**src/rtl/serial_adder_pkg.sv**
```systemverilog
// Shared types and sizing helpers for the bit-serial adder.
// The optional subtract mode is enabled by defining SERIAL_ADD_SUB_EN.
package serial_adder_pkg;

  typedef enum logic [1:0] {
    IDLE  = 2'd0,
    SHIFT = 2'd1,
    DONE  = 2'd2
  } state_t;

  localparam int unsigned DEFAULT_WIDTH = 8;
  localparam int unsigned CNT_W         = $clog2(DEFAULT_WIDTH);

  // Bit-counter width for an arbitrary operand width; never narrower than one bit.
  function automatic int unsigned cntWidth(input int unsigned w);
    return (w < 2) ? 1 : $clog2(w);
  endfunction

endpackage

```
**src/rtl/serial_adder_nbit_full_adder_cell.sv**
```systemverilog
// Single combinational full-adder cell; the only arithmetic in the serial adder.
module full_adder_cell (
  input  logic a,
  input  logic b,
  input  logic ci,
  output logic s,
  output logic co
);

  // Sum and majority carry for one bit position.
  always_comb begin
    s  = a ^ b ^ ci;
    co = (a & b) | (a & ci) | (b & ci);
  end

endmodule

```
**src/rtl/serial_adder_nbit.sv**
```systemverilog
// Bit-serial N-bit adder: one result bit per clock, LSB first, start/done handshake.
// Define SERIAL_ADD_SUB_EN to add the 'sub' port (a-b via ~b and carry-in 1,
// with cout reported as borrow).
module serial_adder_nbit
  import serial_adder_pkg::*;
#(
  parameter int WIDTH = 8
) (
  input  logic             clk,
  input  logic             rst_n,
  input  logic             start,
  input  logic [WIDTH-1:0] a,
  input  logic [WIDTH-1:0] b,
  input  logic             cin,
`ifdef SERIAL_ADD_SUB_EN
  input  logic             sub,
`endif
  output logic             busy,
  output logic             done,
  output logic [WIDTH-1:0] sum,
  output logic             cout
);

  localparam int unsigned CW = cntWidth(WIDTH);
  localparam logic [CW-1:0] LAST_BIT = CW'(WIDTH - 1);

  state_t           r_state;
  logic [WIDTH-1:0] r_aSh;
  logic [WIDTH-1:0] r_bSh;
  logic [WIDTH-1:0] r_res;
  logic [WIDTH-1:0] r_sum;
  logic             r_carry;
  logic             r_cout;
  logic [CW-1:0]    r_cnt;

  logic             w_accept;
  logic             w_lastBit;
  logic [WIDTH-1:0] w_bLoad;
  logic             w_cLoad;
  logic             w_s;
  logic             w_co;
  logic             w_coutFinal;

  assign w_accept  = start && ((r_state == IDLE) || (r_state == DONE));
  assign w_lastBit = (r_cnt == LAST_BIT);

`ifdef SERIAL_ADD_SUB_EN
  logic r_subMode;

  // Subtraction is addition of ~b with a forced carry-in; remember the mode so
  // the final carry can be inverted into a borrow.
  always_ff @(posedge clk or negedge rst_n) begin
    if (!rst_n)
      r_subMode <= 1'b0;
    else if (w_accept)
      r_subMode <= sub;
  end

  assign w_bLoad     = sub ? ~b : b;
  assign w_cLoad     = sub ? 1'b1 : cin;
  assign w_coutFinal = r_subMode ? ~w_co : w_co;
`else
  assign w_bLoad     = b;
  assign w_cLoad     = cin;
  assign w_coutFinal = w_co;
`endif

  full_adder_cell u_fa (
    .a  (r_aSh[0]),
    .b  (r_bSh[0]),
    .ci (r_carry),
    .s  (w_s),
    .co (w_co)
  );

  // Control: accept in IDLE/DONE, walk WIDTH bits in SHIFT, pulse DONE for one cycle.
  always_ff @(posedge clk or negedge rst_n) begin
    if (!rst_n) begin
      r_state <= IDLE;
    end else begin
      case (r_state)
        IDLE:    if (w_accept) r_state <= SHIFT;
        SHIFT:   if (w_lastBit) r_state <= DONE;
        DONE:    r_state <= w_accept ? SHIFT : IDLE;
        default: r_state <= IDLE;
      endcase
    end
  end

  // Datapath: load operands on accept, otherwise shift one bit per SHIFT cycle and
  // publish sum/cout only on the final bit so they stay stable between operations.
  always_ff @(posedge clk or negedge rst_n) begin
    if (!rst_n) begin
      r_aSh   <= '0;
      r_bSh   <= '0;
      r_res   <= '0;
      r_sum   <= '0;
      r_carry <= 1'b0;
      r_cout  <= 1'b0;
      r_cnt   <= '0;
    end else if (w_accept) begin
      r_aSh   <= a;
      r_bSh   <= w_bLoad;
      r_res   <= '0;
      r_carry <= w_cLoad;
      r_cnt   <= '0;
    end else if (r_state == SHIFT) begin
      r_aSh   <= r_aSh >> 1;
      r_bSh   <= r_bSh >> 1;
      r_res   <= {w_s, r_res[WIDTH-1:1]};
      r_carry <= w_co;
      r_cnt   <= r_cnt + 1'b1;
      if (w_lastBit) begin
        r_sum  <= {w_s, r_res[WIDTH-1:1]};
        r_cout <= w_coutFinal;
      end
    end
  end

  assign busy = (r_state == SHIFT);
  assign done = (r_state == DONE);
  assign sum  = r_sum;
  assign cout = r_cout;

endmodule
```
**config.mk**
```make
export PLATFORM = sky130hd
export DESIGN_NAME = serial_adder_nbit
export DESIGN_NICKNAME = d
export VERILOG_FILES = /design/src/rtl/serial_adder_pkg.sv /design/src/rtl/serial_adder_nbit_full_adder_cell.sv /design/src/rtl/serial_adder_nbit.sv
export SDC_FILE = /design/constraint.sdc
export NUM_CORES = 1
export LEC_CHECK = 0
export ABC_AREA = 1
export BUFFER_PORTS_ARGS = -buffer_cell sky130_fd_sc_hd__buf_2
export CORE_MARGIN = 3
export CORE_UTILIZATION = 40
export CTS_CLUSTER_DIAMETER = 40
export DETAILED_ROUTE_END_ITERATION = 7
export SLEW_MARGIN = 10
export SYNTH_ARGS = -nofsm -noshare
export SYNTH_HDL_FRONTEND = slang
export SYNTH_HIERARCHICAL = 1
export SYNTH_SLANG_ARGS = --single-unit
```
**constraint.sdc**
```tcl
create_clock -name clk -period 1 [get_ports clk]
set_input_delay 0.25 -clock clk [delete_from_list [all_inputs] [get_ports clk]]
set_output_delay 0.25 -clock clk [all_outputs]
set_load 0.02 [all_outputs]
```
## After elaboration in Yosys (flattened, before gate mapping)

Index checks and enable logic that the tools add are counted.

- Bits in writable memories: 0
- ROM bits: 0
- Bits in latches: 0
- Output and inout bits: 11
- Flip-flop bits (word level): 39
- Memories: 0

- Reduce and logical (&&, ||, !) cells: 6
- Mux-type cells: 14
- Shifts and indexed selects: 0
- Multipliers: 0
- Magnitude comparators: 0
- Add/subtract/negate cells: 1
- Div/mod/pow operators: 0
- Bitwise gates (word level): 8
- Equal/unequal tests: 5

Operator list:

| kind | count |
|---|---|
| $mux 8 | 6 |
| $mux 3 | 2 |
| $pmux 2 s3 | 1 |
| $mux 2 | 2 |
| $add 3x1->3 const B | 1 |
| $and 1x1->1 | 3 |
| $eq 3x3->1 const B | 1 |
| $mux 1 | 3 |
| $reduce_and 3->1 | 1 |
| $eq 2x1->1 const B | 1 |
| $eq 2x2->1 const B | 1 |
| $logic_not 2->1 | 1 |
| $ne 2x1->1 const B | 1 |
| $ne 2x2->1 const B | 1 |
| $or 1x1->1 | 2 |
| $reduce_and 2->1 | 1 |
| $reduce_bool 2->1 | 1 |
| $xor 1x1->1 | 2 |
| $logic_and 1x1->1 | 1 |
| $logic_or 1x1->1 | 1 |
| $not 1->1 | 1 |

## Depth between registers and ports, before layout

- Word-level depth: 5
- Gate-level depth with buffers: 7

## Hierarchy

The synthesis kept the hierarchy.

By module, submodules not included:

| module | area an instance (um^2) | cells an instance | times used |
|---|---|---|---|
| serial_adder_nbit | 1799.2 | 202 | 1 |
| full_adder_cell | 20.0 | 1 | 1 |

## Least setup slack after synthesis

Ideal clock, no wire load.

- Kind: flip-flop to flip-flop
- Start point: register r_cnt[0]
- End point: register r_sum[7], in the netlist sum[7]
- Stages on the path, launching flop included: 7
- Data required time: 0.883 ns
- Data arrival time: 1.035 ns
- Period minus slack after synthesis: 1.152 ns
- Setup time: 0.117 ns
- Path slack: -0.152 ns
- Path buffers: 0
- Cell sequence: dfrtp_1 ha_1 ha_1 inv_1 nor2_4 nand2_1 nand2_1

- Cells in the longest elaborated chain, start to end: 2

Ends and longest elaborated chain:

| what | RTL line | text |
|---|---|---|
| start, declared | serial_adder_nbit.sv:34 | `logic [CW-1:0] r_cnt;` |
| start signal, assigned | serial_adder_nbit.sv:112 | `r_cnt <= r_cnt + 1'b1;` |
| $eq 3x3->1 | serial_adder_nbit.sv:45 | `assign w_lastBit = (r_cnt == LAST_BIT);` |
| $reduce_and 3->1 (no source line) | -- |  |
| end signal, assigned | serial_adder_nbit.sv:114 | `r_sum <= {w_s, r_res[WIDTH-1:1]};` |
| end, declared | serial_adder_nbit.sv:31 | `logic [WIDTH-1:0] r_sum;` |

Every way passes these cells.
A chain may end at the register's enable or synchronous reset.

## Final worst setup path

- Start point: register r_state[0]
- End point: output port done

- Cells in the longest elaborated chain, start to end: 1

Ends and longest elaborated chain:

| what | RTL line | text |
|---|---|---|
| start, declared | serial_adder_nbit.sv:27 | `state_t r_state;` |
| start signal, assigned | serial_adder_nbit.sv:84 | `DONE: r_state <= w_accept ? SHIFT : IDLE;` |
| $eq 2x2->1 | serial_adder_nbit.sv:121 | `assign done = (r_state == DONE);` |
| end, declared | serial_adder_nbit.sv:19 | `output logic done,` |

Every way passes these cells.

==> results.sh <==
export IMPL_postSynthCellCount=203
export IMPL_max_freq_mhz=764
export IMPL_max_stage_delay_ns=0.43
export IMPL_final_nets=286
export IMPL_fp_dieW_um=73.4
export IMPL_cts_clk_slew_worst_paths_ns=0.07
export IMPL_tightest_slew_ns=0.209
export IMPL_ys_flop_type="dfrtp_1"
export IMPL_grt_pass1_wl_um=6160
export IMPL_hold_viol=0
export IMPL_critical_path_top_delay_family="flip-flops"
export IMPL_netlist_cell_type_count=17
export IMPL_initial_core_util=0.433
export IMPL_rrSetupSlack_ns=-0.31
export IMPL_clock_latency_ns=0.28
export IMPL_worstSetupPathType="reg2out"
export IMPL_core_area_mm2=0.00420
export IMPL_crit_path_end_kind="primary output"
export IMPL_yosys_warnings=6
export IMPL_seq_area_frac_synth=0.523
export IMPL_cts_sinks=38
export IMPL_p_leak_uw=0.00141
export IMPL_synth_top_area_cell="dfrtp_1"
export IMPL_netlist_top_cells_count="nand2_1 (91), dfrtp_1 (38), nand3_1 (32)"
export IMPL_yosysMostFrequentCell="nand2_1"
export IMPL_seq_area_um2=951
export IMPL_cts_root_buf="clkbuf_8"
export IMPL_drv_slew=0
export IMPL_die_y_um=73.4
export IMPL_die_area_mm2=0.00539
export IMPL_slowest_stage="dfrtp_1"
export IMPL_avgViaCountPerCell=4.88
export IMPL_cp_max_fo=2
export IMPL_path_cells="buf_12 > nor2_4 > buf_6"
export IMPL_failed_checks="negative setup slack"
export IMPL_grt_pass1_vias=1379
export IMPL_synth_area_leaders="dfrtp_1 (52%), nand2_1 (19%), nand3_1 (8.8%)"
export IMPL_synth_seq_cells=38
export IMPL_maxCapViolCount=0
export IMPL_arrival_ns=1.06
export IMPL_syn_nets=226
export IMPL_setup_viol=49
export IMPL_drt_pass1_iter_count=4
export IMPL_nFillCells=381
export IMPL_rsz0062_at_grt="true"
export IMPL_port_buffers=30
export IMPL_relSlewSlack=0.860
export IMPL_rows=23
export IMPL_hold_slack_ns=0.167
export IMPL_crit_buf_inv=2
export IMPL_p_per_area_mw_per_mm2=3090
export IMPL_area_growth_pct=43.6
export IMPL_yosysTopAreaCellShare=0.523
export IMPL_drive_above_1_share=0.452
export IMPL_fin_crit_sh=1.31
export IMPL_hpwl_um=2440
export IMPL_skew_ns=0.00622
export IMPL_remaining_drc_errors=0
export IMPL_worstPathRequired_ns=0.75
export IMPL_grt_max_degree=39
export IMPL_drt_wl_total_um=3930
export IMPL_avgSynthCellArea_um2=8.96
export IMPL_htreeDepth=2
export IMPL_hp_class="in2reg"
export IMPL_cts_made_buffers=5
export IMPL_gp_congestion=0.738
export IMPL_finish_utilization=0.622
export IMPL_synth_edf_count=0
export IMPL_n_antenna_cell=0
export IMPL_postSynth_asyncResetShare=1.00
export IMPL_multi_input_area_um2=892
export IMPL_clk_path_buf_depth=2
export IMPL_drt_iter0_markers=54
export IMPL_syn_area_mm2=0.00182
export IMPL_period_needed_ns=1.31
export IMPL_drt_wirelength_per_cell_um=12.6
export IMPL_cts_tree="yes"
export IMPL_vias=1526
export IMPL_worst_slack_ns=-0.310
export IMPL_ios=31
export IMPL_drtAntennaViolNets=0
export IMPL_status="complete, but fails checks"
export IMPL_track_usage=0.151
export IMPL_gr_total_overflow=0
export IMPL_vdd_drop_max_mv=1.29
export IMPL_antenna_found_initial=0
export IMPL_worstSetupStartpointType="register"
## path summary, 6_finish.rpt
check / startpoint / to / cells past startpoint
worst min register to register: r_bSh[6] / r_bSh[5] / 2
worst max-delay path: r_state[0] / done / 3
max in group asynchronous: rst_n / r_aSh[6] / 3
worst max register to register: r_state[0] / r_aSh[3] / 7
worst min-delay path: b[7] / r_bSh[7] / 3
min in group asynchronous: rst_n / r_cnt[1] / 3
## metrics by stage
step                cells  instance area, um2  setup slack [ns]  TNS, ns  power, uW
finish                313                2610            -0.310    -8.68       8080
global route          313                2610            -0.347   -10.96       8700
CTS                   306                2380            -0.320    -9.83       7570
detailed placement    291                2150            -0.155    -4.08       6030
global placement      291                2150            -0.140    -3.57       5980
floorplan             203                1870           -0.0797    -1.33       5140
## cell families after synthesis
logic type / after synthesis / synth area share
adders and majority gates: 3 / 0.0248
AOI/OAI and AO/OA: 2 / 0.00550
buffers and inverters: 20 / 0.0770
and+or+nand+nor: 140 / 0.370
DFF: 38 / 0.523
## per-layer routing
layer / GRT usage / up-vias / routed length (um)
met1: 0.201 / 736 / 1770
li1: - / 762 / -
met4: 0.0604 / 0 / 35
met3: 0.0492 / 2 / 149
met2: 0.228 / 26 / 1970
met5: 0 / - / 0
## what timing repair did
| action | in CTS | in global routing |
|---|---|---|
| pin swaps | 3 | 20 |
| setup buffers | 6 | 5 |
| endpoints found under the hold margin | 38 | 0 |
| hold buffers | 1 | 0 |
| cloned | 1 | 2 |
| setup endpoints to repair | 49 | 49 |
| gates resized for setup | 27 | 39 |
## worst reg2reg max path: cells and delay by family (launching register included)
family                 cells  cell delay (ns)
buffers and inverters      3             0.46
DFF                        1             0.43
and+or+nand+nor            4             0.30
## power breakdown
group	internal, uW	switching [uW]	total [uW]
combinational	2180	2160	4350
sequential	2260	505	2770
clock	467	504	971
## placed cells by master (no fill, tap or decap), types with 2 or more instances in the layout
cell and instances:
buf_12 5, nand2_1 73, clkbuf_16 2, nand2_2 11
nand3_2 20, inv_4 2, buf_8 3, buf_6 12
nand3_1 22, nor2_4 5, clkbuf_8 5, buf_2 19
nand2_4 10, clkinv_2 2, inv_1 7, buf_4 20
dfrtp_1 38
## state kept, by name, indices dropped and copies added (netlist names)
signal   count
r_aSh        8
r_bSh        8
sum          8
r_res        7
r_cnt        3
r_state      2
cout         1
r_carry      1
## area by class of cell
| class | count | share of cell area |
|---|---|---|
| sequential | 38 | 0.364 |
| multi-input combinational | 146 | 0.341 |
| timing repair buffer | 62 | 0.224 |
| clock buffer | 5 | 0.0263 |
| tap | 50 | 0.0239 |
| inverter | 10 | 0.0163 |
| clock inverter | 2 | 0.00383 |
Note: power is estimated with default switching activity, not from simulation.
